### config.mk
export PLATFORM = sky130hd
export DESIGN_NAME = mem_arbiter_flat
export DESIGN_NICKNAME = d
export VERILOG_FILES = /design/src/rtl/mem_arbiter_if.sv /design/src/rtl/mem_arbiter.sv /design/src/flat_wrapper.sv
export SDC_FILE = /design/constraint.sdc
export NUM_CORES = 1
export LEC_CHECK = 0
export BUFFER_PORTS_ARGS = -buffer_cell sky130_fd_sc_hd__buf_2
export CAP_MARGIN = 20
export CORE_UTILIZATION = 47
export CTS_CLUSTER_SIZE = 16
export DETAILED_ROUTE_END_ITERATION = 8
export PLACE_DENSITY = 0.85
export SLEW_MARGIN = 20
export SYNTH_ARGS = -nofsm -noshare
export SYNTH_HDL_FRONTEND = slang
export SYNTH_SLANG_ARGS = --single-unit
### constraint.sdc
create_clock -name clk -period 3.75 [get_ports clk]
set_clock_uncertainty 0.05 [all_clocks]
set_input_delay 0.1875 -clock clk [delete_from_list [all_inputs] [get_ports clk]]
set_output_delay 0.1875 -clock clk [all_outputs]
set_load 0.01 [all_outputs]
### src/rtl/mem_arbiter_if.sv
// Memory port bundle: request strobes and payload toward the memory, completion and read data back.
interface mem_arbiter_if #(
   parameter int unsigned WIDTH = 16
);
   logic             read;
   logic             write;
   logic [1:0]       wmask;
   logic [WIDTH-1:0] address;
   logic [WIDTH-1:0] wdata;
   logic             resp;
   logic [WIDTH-1:0] rdata;

   modport master (output read, write, wmask, address, wdata, input resp, rdata);
   modport slave  (input read, write, wmask, address, wdata, output resp, rdata);
endinterface

### src/rtl/mem_arbiter.sv
// Two-requester arbiter (A = fetch, B = data) sharing one memory port, one transaction at a time.
// Define ARB_ROUND_ROBIN_EN for alternating tie-break; default is B-over-A with A starvation guard.
module mem_arbiter #(
   parameter int unsigned WIDTH        = 16,
   parameter int unsigned STARVE_LIMIT = 4
) (
   input  logic          clk,
   input  logic          reset,
   mem_arbiter_if.slave  port_a,
   mem_arbiter_if.slave  port_b,
   mem_arbiter_if.master pmem
);
   localparam int unsigned CNT_W = 4;

   typedef enum logic [1:0] {
      IDLE    = 2'd0,
      SERVE_A = 2'd1,
      SERVE_B = 2'd2
   } state_e;

   typedef struct packed {
      logic             read;
      logic             write;
      logic [1:0]       wmask;
      logic [WIDTH-1:0] address;
      logic [WIDTH-1:0] wdata;
   } req_t;

   state_e state_q, state_d;
   req_t   req_q, req_d;
   logic   req_a, req_b, win_a, grant_a, grant_b;
   logic   resp_a_c, resp_b_c;

   assign req_a   = port_a.read | port_a.write;
   assign req_b   = port_b.read | port_b.write;
   assign grant_a = (state_q == IDLE) & win_a;
   assign grant_b = (state_q == IDLE) & req_b & ~win_a;

`ifdef ARB_ROUND_ROBIN_EN
   logic rr_last_q, rr_last_d;  // 1: last grant went to B

   assign win_a = req_a & (~req_b | rr_last_q);

   always_comb begin
      rr_last_d = rr_last_q;
      if (grant_a)      rr_last_d = 1'b0;
      else if (grant_b) rr_last_d = 1'b1;
   end

   always_ff @(posedge clk or posedge reset) begin
      if (reset) rr_last_q <= 1'b1;
      else       rr_last_q <= rr_last_d;
   end
`else
   logic [CNT_W-1:0] starve_cnt_q, starve_cnt_d;
   logic             starved;

   assign starved = (starve_cnt_q == CNT_W'(STARVE_LIMIT));
   assign win_a   = req_a & (~req_b | starved);

   // Count B grants that passed over a waiting A; saturates at the limit.
   always_comb begin
      starve_cnt_d = starve_cnt_q;
      if (grant_a)                          starve_cnt_d = '0;
      else if (grant_b && req_a && !starved) starve_cnt_d = starve_cnt_q + CNT_W'(1);
   end

   always_ff @(posedge clk or posedge reset) begin
      if (reset) starve_cnt_q <= '0;
      else       starve_cnt_q <= starve_cnt_d;
   end
`endif

   always_ff @(posedge clk or posedge reset) begin
      if (reset) begin
         state_q <= IDLE;
         req_q   <= '0;
      end else begin
         state_q <= state_d;
         req_q   <= req_d;
      end
   end

   always_comb begin
      state_d = state_q;
      unique case (state_q)
         IDLE: begin
            if (grant_a)      state_d = SERVE_A;
            else if (grant_b) state_d = SERVE_B;
         end
         SERVE_A, SERVE_B: if (pmem.resp) state_d = IDLE;
         default:          state_d = IDLE;
      endcase
   end

   // Capture the winner's request; held untouched for the whole transaction.
   always_comb begin
      req_d = req_q;
      if (grant_a)
         req_d = '{read: port_a.read, write: port_a.write, wmask: port_a.wmask,
                   address: port_a.address, wdata: port_a.wdata};
      else if (grant_b)
         req_d = '{read: port_b.read, write: port_b.write, wmask: port_b.wmask,
                   address: port_b.address, wdata: port_b.wdata};
   end

   // Read+write on one port resolves to a write.
   always_comb begin
      resp_a_c     = (state_q == SERVE_A) & pmem.resp;
      resp_b_c     = (state_q == SERVE_B) & pmem.resp;
      pmem.read    = (state_q != IDLE) & req_q.read & ~req_q.write;
      pmem.write   = (state_q != IDLE) & req_q.write;
      pmem.wmask   = req_q.wmask;
      pmem.address = req_q.address;
      pmem.wdata   = req_q.wdata;
      port_a.resp  = resp_a_c;
      port_b.resp  = resp_b_c;
      port_a.rdata = resp_a_c ? pmem.rdata : '0;
      port_b.rdata = resp_b_c ? pmem.rdata : '0;
   end
endmodule

### src/flat_wrapper.sv
// flat-port wrapper written by rule: the top's interface ports become plain ports
module mem_arbiter_flat 
#(
   parameter int unsigned WIDTH        = 16,
   parameter int unsigned STARVE_LIMIT = 4
)
  (clk, reset, port_a_read, port_a_write, port_a_wmask, port_a_address, port_a_wdata, port_a_resp, port_a_rdata, port_b_read, port_b_write, port_b_wmask, port_b_address, port_b_wdata, port_b_resp, port_b_rdata, pmem_read, pmem_write, pmem_wmask, pmem_address, pmem_wdata, pmem_resp, pmem_rdata);
  mem_arbiter_if #(.WIDTH(WIDTH)) port_a_i ();
  mem_arbiter_if #(.WIDTH(WIDTH)) port_b_i ();
  mem_arbiter_if #(.WIDTH(WIDTH)) pmem_i ();
  input  logic clk;
  input  logic reset;
  input wire logic [$bits(port_a_i.read)-1:0] port_a_read;
  input wire logic [$bits(port_a_i.write)-1:0] port_a_write;
  input wire logic [$bits(port_a_i.wmask)-1:0] port_a_wmask;
  input wire logic [$bits(port_a_i.address)-1:0] port_a_address;
  input wire logic [$bits(port_a_i.wdata)-1:0] port_a_wdata;
  output wire logic [$bits(port_a_i.resp)-1:0] port_a_resp;
  output wire logic [$bits(port_a_i.rdata)-1:0] port_a_rdata;
  input wire logic [$bits(port_b_i.read)-1:0] port_b_read;
  input wire logic [$bits(port_b_i.write)-1:0] port_b_write;
  input wire logic [$bits(port_b_i.wmask)-1:0] port_b_wmask;
  input wire logic [$bits(port_b_i.address)-1:0] port_b_address;
  input wire logic [$bits(port_b_i.wdata)-1:0] port_b_wdata;
  output wire logic [$bits(port_b_i.resp)-1:0] port_b_resp;
  output wire logic [$bits(port_b_i.rdata)-1:0] port_b_rdata;
  output wire logic [$bits(pmem_i.read)-1:0] pmem_read;
  output wire logic [$bits(pmem_i.write)-1:0] pmem_write;
  output wire logic [$bits(pmem_i.wmask)-1:0] pmem_wmask;
  output wire logic [$bits(pmem_i.address)-1:0] pmem_address;
  output wire logic [$bits(pmem_i.wdata)-1:0] pmem_wdata;
  input wire logic [$bits(pmem_i.resp)-1:0] pmem_resp;
  input wire logic [$bits(pmem_i.rdata)-1:0] pmem_rdata;
  assign port_a_i.read = port_a_read;
  assign port_a_i.write = port_a_write;
  assign port_a_i.wmask = port_a_wmask;
  assign port_a_i.address = port_a_address;
  assign port_a_i.wdata = port_a_wdata;
  assign port_a_resp = port_a_i.resp;
  assign port_a_rdata = port_a_i.rdata;
  assign port_b_i.read = port_b_read;
  assign port_b_i.write = port_b_write;
  assign port_b_i.wmask = port_b_wmask;
  assign port_b_i.address = port_b_address;
  assign port_b_i.wdata = port_b_wdata;
  assign port_b_resp = port_b_i.resp;
  assign port_b_rdata = port_b_i.rdata;
  assign pmem_read = pmem_i.read;
  assign pmem_write = pmem_i.write;
  assign pmem_wmask = pmem_i.wmask;
  assign pmem_address = pmem_i.address;
  assign pmem_wdata = pmem_i.wdata;
  assign pmem_i.resp = pmem_resp;
  assign pmem_i.rdata = pmem_rdata;
  mem_arbiter #(.WIDTH(WIDTH), .STARVE_LIMIT(STARVE_LIMIT)) u_core (.clk(clk), .reset(reset), .port_a(port_a_i), .port_b(port_b_i), .pmem(pmem_i));
endmodule
==> Implementation_results.wiki, run 1 <==
{| class="wikitable"
! Metric !! Value
|-
| Slew at the pin with the worst max-slew slack || ~1.0 ns
|-
| Total I/O pin count || 161
|-
| Global-route wire length before repair || between 10,000 and 15,000 um
|-
| Achievable frequency || roughly 460 MHz
|-
| Kind of capture point of the worst setup path || register
|-
| Number of warnings printed during yosys synthesis || 0
|-
| Final cell utilization of the core || 0.602
|-
| Highest fanout seen on the critical path || 35
|-
| Multi-input gate area in the final layout || 0.00119 mm2
|-
| Average instance area after synthesis || 10.9 um2
|-
| Ratio of cells with drive above 1 in the final layout || 0.586
|-
| Post-CTS Setup Inserts || 0
|-
| Via count || 2,325
|-
| Remaining max-slew budget at the tightest pin || 0.329
|-
| Place WS || roughly 1.6 ns
|-
| Endpoints failing setup || 0
|-
| Most frequent cell after synthesis || sky130_fd_sc_hd__dfrtp_1
|-
| Critical path, cell by cell || inv_1 > ha_1 > and3b_1 > o21ai_4 > o221a_2
|-
| Count of mapped cells out of synthesis || 245
|-
| Number of instances resized during post-cts repair || 0
|-
| CTS Root Cell || sky130_fd_sc_hd__clkbuf_8
|-
| Initial antenna violation count || 0
|-
| Critical Path Start Type || register
|-
| Diode count || 0
|-
| Synth async-reset ratio || 1.00
|-
| Wire per inst || 15.2 um
|-
| Detailed-routing iteration count for the pre-antenna-repair pass || 4
|-
| Area of the placeable core || 0.00547 mm2
|-
| Number of enable flip-flop cells after synthesis || 0
|-
| Worst min path class || input pin to register
|-
| DP Wirelength || 4730 um
|-
| Global route overflow || 0
|-
| Filler Cells Inserted || 498
|-
| Vias in the first global route || 2,228
|-
| Leakage power total || between 1.5 and 2 nW
|-
| FF+latch area || approximately 0.0011 mm2
|-
| Maximum number of pins on one net before global-route repair || 43
|-
| Hold slack final || between 0.1 and 0.15 ns
|-
| Post-synthesis instance area || about 0.0027 mm2
|-
| Violation count after the first detailed-routing iteration || 121
|-
| Required time at the worst-slack endpoint || between 3 and 4 ns
|-
| Worst-skew pair later-pin latency || 0.29 ns
|-
| Share of synthesized area occupied by flip-flops and latches || 0.395
|-
| Status || finished clean
|-
| Number of flip-flops and latches in the synthesized netlist || 42
|-
| Via count normalized by instance count || 5.32
|-
| Final Hold Violating Endpoints || 0
|-
| Count of buffers from port buffering || 160
|-
| Buffers from clock root to sink, at most || 2
|-
| Routed WL || 6660 um
|-
| Height of the die || ~77 um
|-
| Hold Path Cell Cnt || 2
|-
| Yosys top cell area share || 0.395
|-
| Min Tclk post-route || 2.17 ns
|-
| Critical Path AT || 2.34 ns
|-
| Most used flip-flop cell after synthesis || sky130_fd_sc_hd__dfrtp_1
|-
| Final number of max-transition violations || 0
|-
| Critical Setup Path Class || register to register
|-
| Share of the clock period used by the worst path || 0.577
|-
| Worst reg2reg path endpoint || u_core.pmem.wmask[0]$_DFFE_PP0P_
|-
| H-tree Lvls || 2
|-
| Count of different cell masters after synthesis || 38
|-
| Most instantiated cells after synthesis || sky130_fd_sc_hd__dfrtp_1, sky130_fd_sc_hd__buf_4, sky130_fd_sc_hd__nand2b_1, sky130_fd_sc_hd__o221a_2, sky130_fd_sc_hd__and3_1
|-
| Cell at the slowest stage of the critical path || sky130_fd_sc_hd__o21ai_4
|-
| Antenna-violating nets left || 0
|-
| Final worst slack || 1.58 ns
|-
| Number of max-capacitance violations reported || 0
|-
| Overall die width || ~77 um
|-
| Area delta synth->final || 23.8%
|-
| Peak per-stage delay on the critical path || a little under 0.8 ns
|-
| Hold path startpoint || port_b_wdata[7]
|-
| Power density normalized to cell area || approximately 780 mW/mm2
|-
| Peak VDD IR || 310 uV
|-
| Clock tree from TritonCTS || yes
|-
| Unrepaired setup endpoints after global routing || false
|-
| Setup tns final || 0 ns
|-
| Beginning of the worst register-to-register path || u_core.starve_cnt_q[0]$_DFFE_PP0P_
|-
| Clock transition time at the flip-flop clock pins of the worst setup and hold paths || about 0.090 ns
|-
| R2R cell count || 5
|-
| Hold path endpoint || u_core.pmem.wdata[7]$_DFFE_PP0P_
|-
| Cell type with the largest total area after synthesis || sky130_fd_sc_hd__dfrtp_1
|-
| Number of rows created at floorplan || 27
|-
| Net Count, Synth || 341
|-
| Synth top area cells || sky130_fd_sc_hd__dfrtp_1, sky130_fd_sc_hd__o221a_2, sky130_fd_sc_hd__buf_4
|-
| Overall track demand over capacity in global routing || 0.221
|-
| Flop2flop setup slack || about 1.6 ns
|-
| Effective utilization at floorplan || 0.486
|-
| Number of DRC violations after detailed routing || 0
|-
| # clock sinks || 42
|-
| Area of the die || 0.00596 mm2
|-
| Routability-driven placement congestion ratio || 0.747
|-
| Final layout net count || 460
|-
| Num CTS Buffers || 5
|}
[critical path, delay by kind of cell, from the launching register on]
kind,cells,cell delay [ns]
adders and majority gates,1,0.20
buffers and inverters,1,0.07
DFF,1,0.41
and+or+nand+nor,1,0.27
AOI/OAI and AO/OA,2,1.10
[stage by stage]
step	power [W]	instance area, um2	instances
6_report	0.00258	3290	437
5_1_grt	0.00276	3290	437
4_1_cts	0.00259	3290	437
3_5_place_dp	0.00222	3170	428
3_3_place_gp	0.00216	3170	428
2_1_floorplan	0.00208	2660	245
[kinds of logic after synthesis]
| family | after synthesis | synth area share |
|---|---|---|
| flops | 42 | 0.395 |
| simple gates | 85 | 0.200 |
| buf+inv | 57 | 0.157 |
| fa+ha+maj | 5 | 0.0235 |
| compound gates | 56 | 0.224 |
[layout by cell type, fill, tap and decap left out, types with 2 or more instances in the layout]
master	netlist	routed
sky130_fd_sc_hd__nor2_1	3	3
sky130_fd_sc_hd__a21o_1	2	2
sky130_fd_sc_hd__clkbuf_8	0	5
sky130_fd_sc_hd__inv_1	6	5
sky130_fd_sc_hd__o21ai_0	3	3
sky130_fd_sc_hd__nand2b_1	35	35
sky130_fd_sc_hd__o31ai_1	2	2
sky130_fd_sc_hd__buf_2	1	160
sky130_fd_sc_hd__a21oi_1	2	2
sky130_fd_sc_hd__buf_4	37	2
sky130_fd_sc_hd__o22ai_1	2	2
sky130_fd_sc_hd__and2_1	2	2
sky130_fd_sc_hd__nor2b_1	3	3
sky130_fd_sc_hd__o221a_2	35	35
sky130_fd_sc_hd__ha_1	5	5
sky130_fd_sc_hd__and3_1	33	33
sky130_fd_sc_hd__nor2_2	2	2
sky130_fd_sc_hd__dfrtp_1	42	42
[sequential cells by signal, summed over array words and instances, names as in the netlist]
name / cells
u_core.pmem.address: 16
u_core.pmem.wdata: 16
u_core.starve_cnt_q: 4
u_core.pmem.wmask: 2
u_core.req_q: 2
u_core.state_q: 2
[power breakdown]
| group | internal (W) | switching [W] | leakage, nW | total, W |
|---|---|---|---|---|
| Clock | 0.000200 | 0.000160 | 0.0585 | 0.000360 |
| Combinational | 0.000699 | 0.000723 | 1.22 | 0.00142 |
| Sequential | 0.000679 | 0.000115 | 0.476 | 0.000794 |
| Total | 0.00158 | 0.000998 | 1.76 | 0.00258 |
[final cells by class]
type / count / share of cell area
clock buffers: 5 / 0.0209
clock inverters: 3 / 0.0133
inverters: 6 / 0.00684
multi-input cells: 146 / 0.362
flip-flops and latches: 42 / 0.319
well taps: 72 / 0.0273
repair buffers: 163 / 0.251
[routing by layer]
layer / global-route usage / part of all wire
met5: 0 / 0
met4: 0.0528 / 0.0098
met3: 0.0417 / 0.051
met2: 0.391 / 0.51
met1: 0.276 / 0.43
[worst max-delay path by stage]
| stage | startpoint | end | slack [ns] | cells after the start |
|---|---|---|---|---|
| after floorplan | u_core.state_q[0]$_DFFE_PP0P_ | u_core.pmem.address[0]$_DFFE_PP0P_ | 2.09 | 6 |
| after global placement | u_core.starve_cnt_q[0]$_DFFE_PP0P_ | u_core.pmem.address[12]$_DFFE_PP0P_ | 1.67 | 5 |
| after detailed placement | u_core.starve_cnt_q[0]$_DFFE_PP0P_ | u_core.pmem.wmask[0]$_DFFE_PP0P_ | 1.58 | 5 |
| after CTS | u_core.starve_cnt_q[0]$_DFFE_PP0P_ | u_core.pmem.wmask[0]$_DFFE_PP0P_ | 1.57 | 5 |
| after global routing | u_core.state_q[0]$_DFFE_PP0P_ | u_core.pmem.address[4]$_DFFE_PP0P_ | 1.43 | 4 |
| final | u_core.starve_cnt_q[0]$_DFFE_PP0P_ | u_core.pmem.wmask[0]$_DFFE_PP0P_ | 1.58 | 5 |
[what timing repair did]
action	4_1_cts	5_1_grt
setup endpoints to repair	0	0
hold buffers	1	0
hold endpoints to repair	42	0
Power figures use the tool's default switching activity.
==> run 2: changes to the inputs <==
--- a/config.mk
+++ b/config.mk
@@ -7,10 +7,10 @@
 export LEC_CHECK = 0
 export BUFFER_PORTS_ARGS = -buffer_cell sky130_fd_sc_hd__buf_2
 export CAP_MARGIN = 20
-export CORE_UTILIZATION = 47
+export CORE_UTILIZATION = 44
 export CTS_CLUSTER_SIZE = 16
 export DETAILED_ROUTE_END_ITERATION = 8
-export PLACE_DENSITY = 0.85
+export PLACE_DENSITY = 0.8
 export SLEW_MARGIN = 20
 export SYNTH_ARGS = -nofsm -noshare
 export SYNTH_HDL_FRONTEND = slang
==> constraint.sdc (replaced) <==
create_clock -name clk -period 2.2 [get_ports clk]
set_clock_uncertainty 0.05 [all_clocks]
set_input_delay 0.11 -clock clk [delete_from_list [all_inputs] [get_ports clk]]
set_output_delay 0.11 -clock clk [all_outputs]
set_load 0.01 [all_outputs]
==> run 2 against run 1 <==
Against the previous run:
- worst setup slack worse by 1.2 ns
- total power up 72%
- via count down 0.30%
- clock power up 73%
- utilization down 1.6 points
- count of clock-buffer cells in the layout unchanged
- largest cell class unchanged
- highest routed layer unchanged
==> Implementation_results.wiki, run 2 (same netlist as run 1, synthesis figures left out) <==
{| class="wikitable"
! Metric !! Value
|-
| CTS Root Cell || sky130_fd_sc_hd__clkbuf_8
|-
| Critical path, cell by cell || inv_1 > ha_1 > and3b_1 > o21ai_4 > buf_4 > o221a_2
|-
| Area of the die || 0.00636 mm2 (+6.6%)
|-
| Family of cells with the greatest summed delay on the critical path || buffers and inverters
|-
| Final worst slack || 0.386 ns (-1.20 ns)
|-
| Remaining max-slew budget at the tightest pin || 0.389 (+0.0601)
|-
| Beginning of the worst register-to-register path || u_core.starve_cnt_q[0]$_DFFE_PP0P_
|-
| Min Tclk post-route || 1.81 ns (-0.351 ns)
|-
| Origin of the worst setup path || u_core.starve_cnt_q[0]$_DFFE_PP0P_
|-
| Cell at the slowest stage of the critical path || sky130_fd_sc_hd__dfrtp_1
|-
| Diode count || 0 (unchanged)
|-
| Buffers & Inverters on Critical Path || 2 (+1)
|-
| Effective utilization at floorplan || 0.469 (-0.0174)
|-
| Via count normalized by instance count || 5.26 (-1.2%)
|-
| Highest fanout seen on the critical path || 34 (-2.9%)
|-
| Unrepaired setup endpoints after global routing || false
|-
| Overall die width || 79.8 um (+3.3%)
|-
| FF+latch area || 0.00105 mm2 (unchanged)
|-
| Final layout net count || 464 (+0.87%)
|-
| Global route overflow || 0 (unchanged)
|-
| DP Wirelength || 5130 um (+8.4%)
|-
| Multi-input gate area in the final layout || 0.00119 mm2 (unchanged)
|-
| Routability-driven placement congestion ratio || 0.806 (+8.0%)
|-
| Overall track demand over capacity in global routing || 0.211 (-0.0107)
|-
| Worst-skew pair later-pin latency || 0.29 ns (about the same)
|-
| Worst min path class || input pin to register
|-
| Critical Setup Path Class || register to register
|-
| Final number of max-transition violations || 0 (unchanged)
|-
| Count of buffers from port buffering || 160 (unchanged)
|-
| Critical Path AT || 2.00 ns (-0.34 ns)
|-
| Final cell area excluding filler cells || 0.00332 mm2 (+0.91%)
|-
| Number of DRC violations after detailed routing || 0 (unchanged)
|-
| Num CTS Buffers || 5 (unchanged)
|-
| Maximum number of pins on one net before global-route repair || 36 (-16%)
|-
| Total I/O pin count || 161 (unchanged)
|-
| Global-route wire length before repair || 10,500 um (-1.7%)
|-
| Peak VDD IR || 572 uV (+84%)
|-
| Endpoints failing setup || 0 (unchanged)
|-
| Area of the placeable core || 0.00568 mm2 (+3.7%)
|-
| Hold path startpoint || port_b_address[12]
|-
| Setup tns final || 0 ns (unchanged)
|-
| Height of the die || 79.8 um (+3.3%)
|-
| Power density normalized to cell area || 1330 mW/mm2 (+71%)
|-
| Violation count after the first detailed-routing iteration || 106 (-12%)
|-
| H-tree Lvls || 2 (unchanged)
|-
| Wire per inst || 15.8 um (+3.9%)
|-
| # clock sinks || 42 (unchanged)
|-
| Clock tree from TritonCTS || yes
|-
| Area delta synth->final || 25.0%
|-
| Highest-count cells in the layout ignoring fill and taps || sky130_fd_sc_hd__buf_2, sky130_fd_sc_hd__dfrtp_1, sky130_fd_sc_hd__nand2b_1, sky130_fd_sc_hd__o221a_2, sky130_fd_sc_hd__and3_1
|-
| Clock transition time at the flip-flop clock pins of the worst setup and hold paths || 0.09 ns (about the same)
|-
| Number of rows created at floorplan || 27 (unchanged)
|-
| Required time at the worst-slack endpoint || 2.38 ns (-1.54 ns)
|-
| Status || finished clean
|-
| Peak per-stage delay on the critical path || 0.40 ns (-0.37 ns)
|-
| Critical Path Start Type || register
|-
| Buffers from clock root to sink, at most || 2 (unchanged)
|-
| Achievable frequency || 551 MHz (+19%)
|-
| Most frequent standard cell in the layout excluding fill and tap cells || sky130_fd_sc_hd__buf_2
|-
| Slew at the pin with the worst max-slew slack || 0.911 ns (-0.0958 ns)
|-
| Number of max-capacitance violations reported || 0 (unchanged)
|-
| Filler Cells Inserted || 544 (+9.2%)
|-
| Detailed-routing iteration count for the pre-antenna-repair pass || 4 (unchanged)
|-
| Post-CTS Setup Inserts || 0 (unchanged)
|-
| Antenna-violating nets left || 0 (unchanged)
|-
| Share of the clock period used by the worst path || 0.825 (+0.247)
|-
| Post-detailed-placement cell area || 0.00320 mm2 (+0.95%)
|-
| Final Hold Violating Endpoints || 0 (unchanged)
|-
| Place WS || 0.402 ns (-1.18 ns)
|-
| Routed WL || 6980 um (+4.8%)
|-
| Vias in the first global route || 2,198 (-1.3%)
|-
| Initial antenna violation count || 0 (unchanged)
|-
| Via count || 2,318 (-0.30%)
|-
| Leakage power total || 1.77 nW (+1.1%)
|-
| Kind of capture point of the worst setup path || register
|-
| Ratio of cells with drive above 1 in the final layout || 0.591 (+0.00448)
|}
==> run 2: cell types whose count changed in the layout (fill, tap and decap cells not counted) <==
cell,change
sky130_fd_sc_hd__buf_4,+4
==> run 2: cell type report <==
cell class / instances / share of cell area
Clock buffer: 5 / 0.0207
Clock inverter: 3 / 0.0132
Inverter: 6 / 0.00677
Multi-Input combinational cell: 146 / 0.359
Sequential cell: 42 / 0.316
Tap cell: 72 / 0.0271
Timing Repair Buffer: 167 / 0.257
==> run 2: timing repair <==
item,4_1_cts,5_1_grt
endpoints found under the hold margin,24,0
gates resized for setup,0,0
hold buffers,1,0
==> run 2: worst paths after layout <==
| kind | endpoint | depth (start not counted) | slack, ns |
|---|---|---|---|
| min in group asynchronous | u_core.pmem.address[8]$_DFFE_PP0P_ | 3 | 0.39 |
| hold / removal | u_core.pmem.address[12]$_DFFE_PP0P_ | 2 | 0.02 |
| max in group asynchronous | u_core.state_q[0]$_DFFE_PP0P_ | 4 | 1.10 |
| setup / recovery | u_core.pmem.address[15]$_DFFE_PP0P_ | 6 | 0.39 |
| hold reg to reg | u_core.starve_cnt_q[3]$_DFFE_PP0P_ | 1 | 0.51 |
| setup reg to reg | u_core.pmem.address[15]$_DFFE_PP0P_ | 6 | 0.39 |
==> run 2: per-stage QoR <==
stage | std cells | util | power [W] | hold WS [ns]
CTS | 441 | 0.586 | 0.00446 | 0.0210
global placement | 432 | 0.564 | 0.00375 | 0.180
finish | 441 | 0.586 | 0.00444 | 0.0245
global route | 441 | 0.586 | 0.00476 | 0.0147
detailed placement | 432 | 0.564 | 0.00383 | 0.192
floorplan | 245 | - | 0.00354 | 0.246
==> run 2: per-layer routing <==
metal / up-vias / track usage / part of all wire
li1: 1118 / - / -
met1: 1122 / 0.267 / 0.43
met2: 72 / 0.363 / 0.50
met3: 6 / 0.0400 / 0.056
met4: 0 / 0.0571 / 0.010
met5: - / 0 / 0
==> run 2: report_power, final <==
group          switching (W)  leakage (nW)  internal (W)
clock network       0.000281        0.0585      0.000340
registers           0.000203         0.476       0.00116
logic                0.00124          1.24       0.00122
total                0.00172          1.77       0.00272
==> run 3: changes to the inputs <==
==> constraint.sdc (replaced) <==
create_clock -name clk -period 1.7 [get_ports clk]
set_clock_uncertainty 0.05 [all_clocks]
set_input_delay 0.085 -clock clk [delete_from_list [all_inputs] [get_ports clk]]
set_output_delay 0.085 -clock clk [all_outputs]
set_load 0.01 [all_outputs]
==> run 3 against run 2 <==
Against the previous run:
- clock power up 51%
- register-to-register slack worse by 0.33 ns
- critical path depth unchanged
- largest cell class unchanged
- critical endpoint is now u_core.pmem.wdata[8]$_DFFE_PP0P_
- sequential power up 29%
- via count up 3.1%
- non-clock buffer count up 9
- routed wire length down 1.4%
- final area up 4.8%
- final cell count up 2.0%
==> Implementation_results.wiki, run 3 (same netlist as run 1, synthesis figures left out) <==
{| class="wikitable"
! Metric !! Value
|-
| Status || finished clean
|-
| Unrepaired setup endpoints after global routing || false
|-
| Worst min path class || input pin to register
|-
| Final Hold Violating Endpoints || 0 (unchanged)
|-
| Height of the die || 79.8 um (unchanged)
|-
| Antenna-violating nets left || 0 (unchanged)
|-
| Post-route met1 wirelength || 2820 um (-5.9%)
|-
| Vias in the first global route || 2,193 (-0.23%)
|-
| Global-route wire length before repair || 10,100 um (-3.2%)
|-
| Critical Path AT || 1.77 ns (-0.23 ns)
|-
| Achievable frequency || 608 MHz (+10%)
|-
| Setup tns final || 0 ns (unchanged)
|-
| Highest-count cells in the layout ignoring fill and taps || sky130_fd_sc_hd__buf_2, sky130_fd_sc_hd__dfrtp_1, sky130_fd_sc_hd__nand2b_1, sky130_fd_sc_hd__o221a_2, sky130_fd_sc_hd__and3_1
|-
| Routed WL || 6890 um (-1.4%)
|-
| Final layout net count || 473 (+1.9%)
|-
| Diode count || 0 (unchanged)
|-
| DP Wirelength || 5170 um (+0.75%)
|-
| Required time at the worst-slack endpoint || 1.82 ns (-0.56 ns)
|-
| Area of the placeable core || 0.00568 mm2 (unchanged)
|-
| Violation count after the first detailed-routing iteration || 96 (-9.4%)
|-
| H-tree Lvls || 2 (unchanged)
|-
| Remaining max-slew budget at the tightest pin || 0.527 (+0.138)
|-
| CTS Root Cell || sky130_fd_sc_hd__clkbuf_8
|-
| Filler Cells Inserted || 503 (-7.5%)
|-
| Number of rows created at floorplan || 27 (unchanged)
|-
| Amount of wire on met2 after detailed routing || 3520 um (about the same)
|-
| Count of buffers from port buffering || 160 (unchanged)
|-
| Global route overflow || 0 (unchanged)
|-
| Endpoints failing setup || 0 (unchanged)
|-
| Critical path, cell by cell || inv_1 > ha_1 > buf_4 > o221ai_4 > buf_12 > o221a_2
|-
| Most frequent standard cell in the layout excluding fill and tap cells || sky130_fd_sc_hd__buf_2
|-
| Initial antenna violation count || 0 (unchanged)
|-
| Highest fanout seen on the critical path || 35 (+2.9%)
|-
| Clock tree from TritonCTS || yes
|-
| Peak per-stage delay on the critical path || 0.40 ns (about the same)
|-
| Min Tclk post-route || 1.64 ns (-0.170 ns)
|-
| Leakage power total || 1.85 nW (+4.0%)
|-
| Area delta synth->final || 31.0%
|-
| Cell at the slowest stage of the critical path || sky130_fd_sc_hd__dfrtp_1
|-
| Number of DRC violations after detailed routing || 0 (unchanged)
|-
| Slew at the pin with the worst max-slew slack || 0.705 ns (-0.205 ns)
|-
| Peak VDD IR || 714 uV (+25%)
|-
| Post-detailed-placement cell area || 0.00330 mm2 (+3.0%)
|-
| Share of the clock period used by the worst path || 0.967 (+0.142)
|-
| Routed length on met3 || 383 um (-1.5%)
|-
| Total I/O pin count || 161 (unchanged)
|-
| Kind of capture point of the worst setup path || register
|-
| Overall track demand over capacity in global routing || 0.202 (-0.00865)
|-
| Area of the die || 0.00636 mm2 (unchanged)
|-
| Via count normalized by instance count || 5.31 (+1.0%)
|-
| Final cell area excluding filler cells || 0.00348 mm2 (+4.8%)
|-
| # clock sinks || 42 (unchanged)
|-
| Buffers from clock root to sink, at most || 2 (unchanged)
|-
| Routability-driven placement congestion ratio || 0.791 (-1.9%)
|-
| Worst-skew pair later-pin latency || 0.28 ns (about the same)
|-
| Overall die width || 79.8 um (unchanged)
|-
| Uppermost layer routed || met4
|-
| Num CTS Buffers || 5 (unchanged)
|-
| Final number of max-transition violations || 0 (unchanged)
|-
| Power density normalized to cell area || 1780 mW/mm2 (+33%)
|-
| Critical Setup Path Class || register to register
|-
| Detailed-routing iteration count for the pre-antenna-repair pass || 4 (unchanged)
|-
| Number of max-capacitance violations reported || 0 (unchanged)
|-
| Wire per inst || 15.3 um (-3.3%)
|-
| Via count || 2,390 (+3.1%)
|-
| Clock transition time at the flip-flop clock pins of the worst setup and hold paths || 0.09 ns (about the same)
|-
| Effective utilization at floorplan || 0.469 (unchanged)
|-
| Maximum number of pins on one net before global-route repair || 36 (unchanged)
|-
| Ratio of cells with drive above 1 in the final layout || 0.601 (+0.00974)
|-
| Critical Path Start Type || register
|}
[run 3: cell count changes in the layout (fill, tap and decap cells not counted), sizes merged]
cell,previous run,this run
dlygate4sd3,1,4
buf,166,172
bufinv,1,2
inv,6,5
[run 3: timing repair]
action	4_1_cts	5_1_grt
hold buffers	1	3
setup buffers	0	0
gates resized for setup	1	2
endpoints found under the setup margin	2	18
hold endpoints to repair	18	3
[run 3: critical path: cells and delay by family (launching register included)]
family                   cells  cell delay [ns]
adder cells (fa/ha/maj)      1             0.20
flip-flops                   1             0.40
AO/OA/AOI/OAI                2             0.38
buffers and inverters        3             0.49
[run 3: stage by stage]
stage | power (W) | std cells | setup WS, ns | hold WS (ns) | util
finish | 0.00619 | 450 | 0.0562 | 0.00765 | 0.614
detailed placement | 0.00524 | 438 | 0.0926 | 0.0901 | 0.581
global route | 0.00659 | 450 | 0.0104 | 0.000129 | 0.614
CTS | 0.00621 | 447 | 0.00881 | 0.000934 | 0.607
global placement | 0.00514 | 438 | 0.164 | 0.0965 | 0.581
floorplan | 0.00459 | 245 | 0.0418 | 0.221 | -
[run 3: final cells by class]
type                            count  area (um2)  area share
Inverter                            6        22.5     0.00646
Timing Repair Buffer              176         981       0.282
Clock buffer                        5        68.8      0.0197
Tap cell                           72        90.1      0.0259
Sequential cell                    42        1050       0.302
Multi-Input combinational cell    146        1200       0.345
Clock inverter                      3        68.8      0.0197
[run 3: final timing paths]
path                                                          from                                 end  slack [ns]  depth (start not counted)
max in group asynchronous                                    reset    u_core.pmem.wdata[4]$_DFFE_PP0P_        0.72                          4
worst min-delay path                              port_b_wdata[12]   u_core.pmem.wdata[12]$_DFFE_PP0P_       0.008                          2
worst max-delay path                 u_core.state_q[0]$_DFFE_PP0P_    u_core.pmem.wdata[8]$_DFFE_PP0P_        0.06                          6
worst max register to register       u_core.state_q[0]$_DFFE_PP0P_    u_core.pmem.wdata[8]$_DFFE_PP0P_        0.06                          6
worst min register to register  u_core.starve_cnt_q[3]$_DFFE_PP0P_  u_core.starve_cnt_q[3]$_DFFE_PP0P_        0.49                          1
min in group asynchronous                                    reset   u_core.pmem.wdata[14]$_DFFE_PP0P_        0.31                          3
[run 3: report_power, final]
group          total [W]  switching [W]  internal (W)
logic            0.00350        0.00167       0.00183
clock network   0.000940       0.000351      0.000589
registers        0.00175       0.000256       0.00150
total            0.00619        0.00228       0.00391
[run 3: layer usage]
layer	vias up	GRT usage
met1	1144	0.244
li1	1138	-
met2	90	0.350
met3	18	0.0434
met4	0	0.0750
met5	-	0
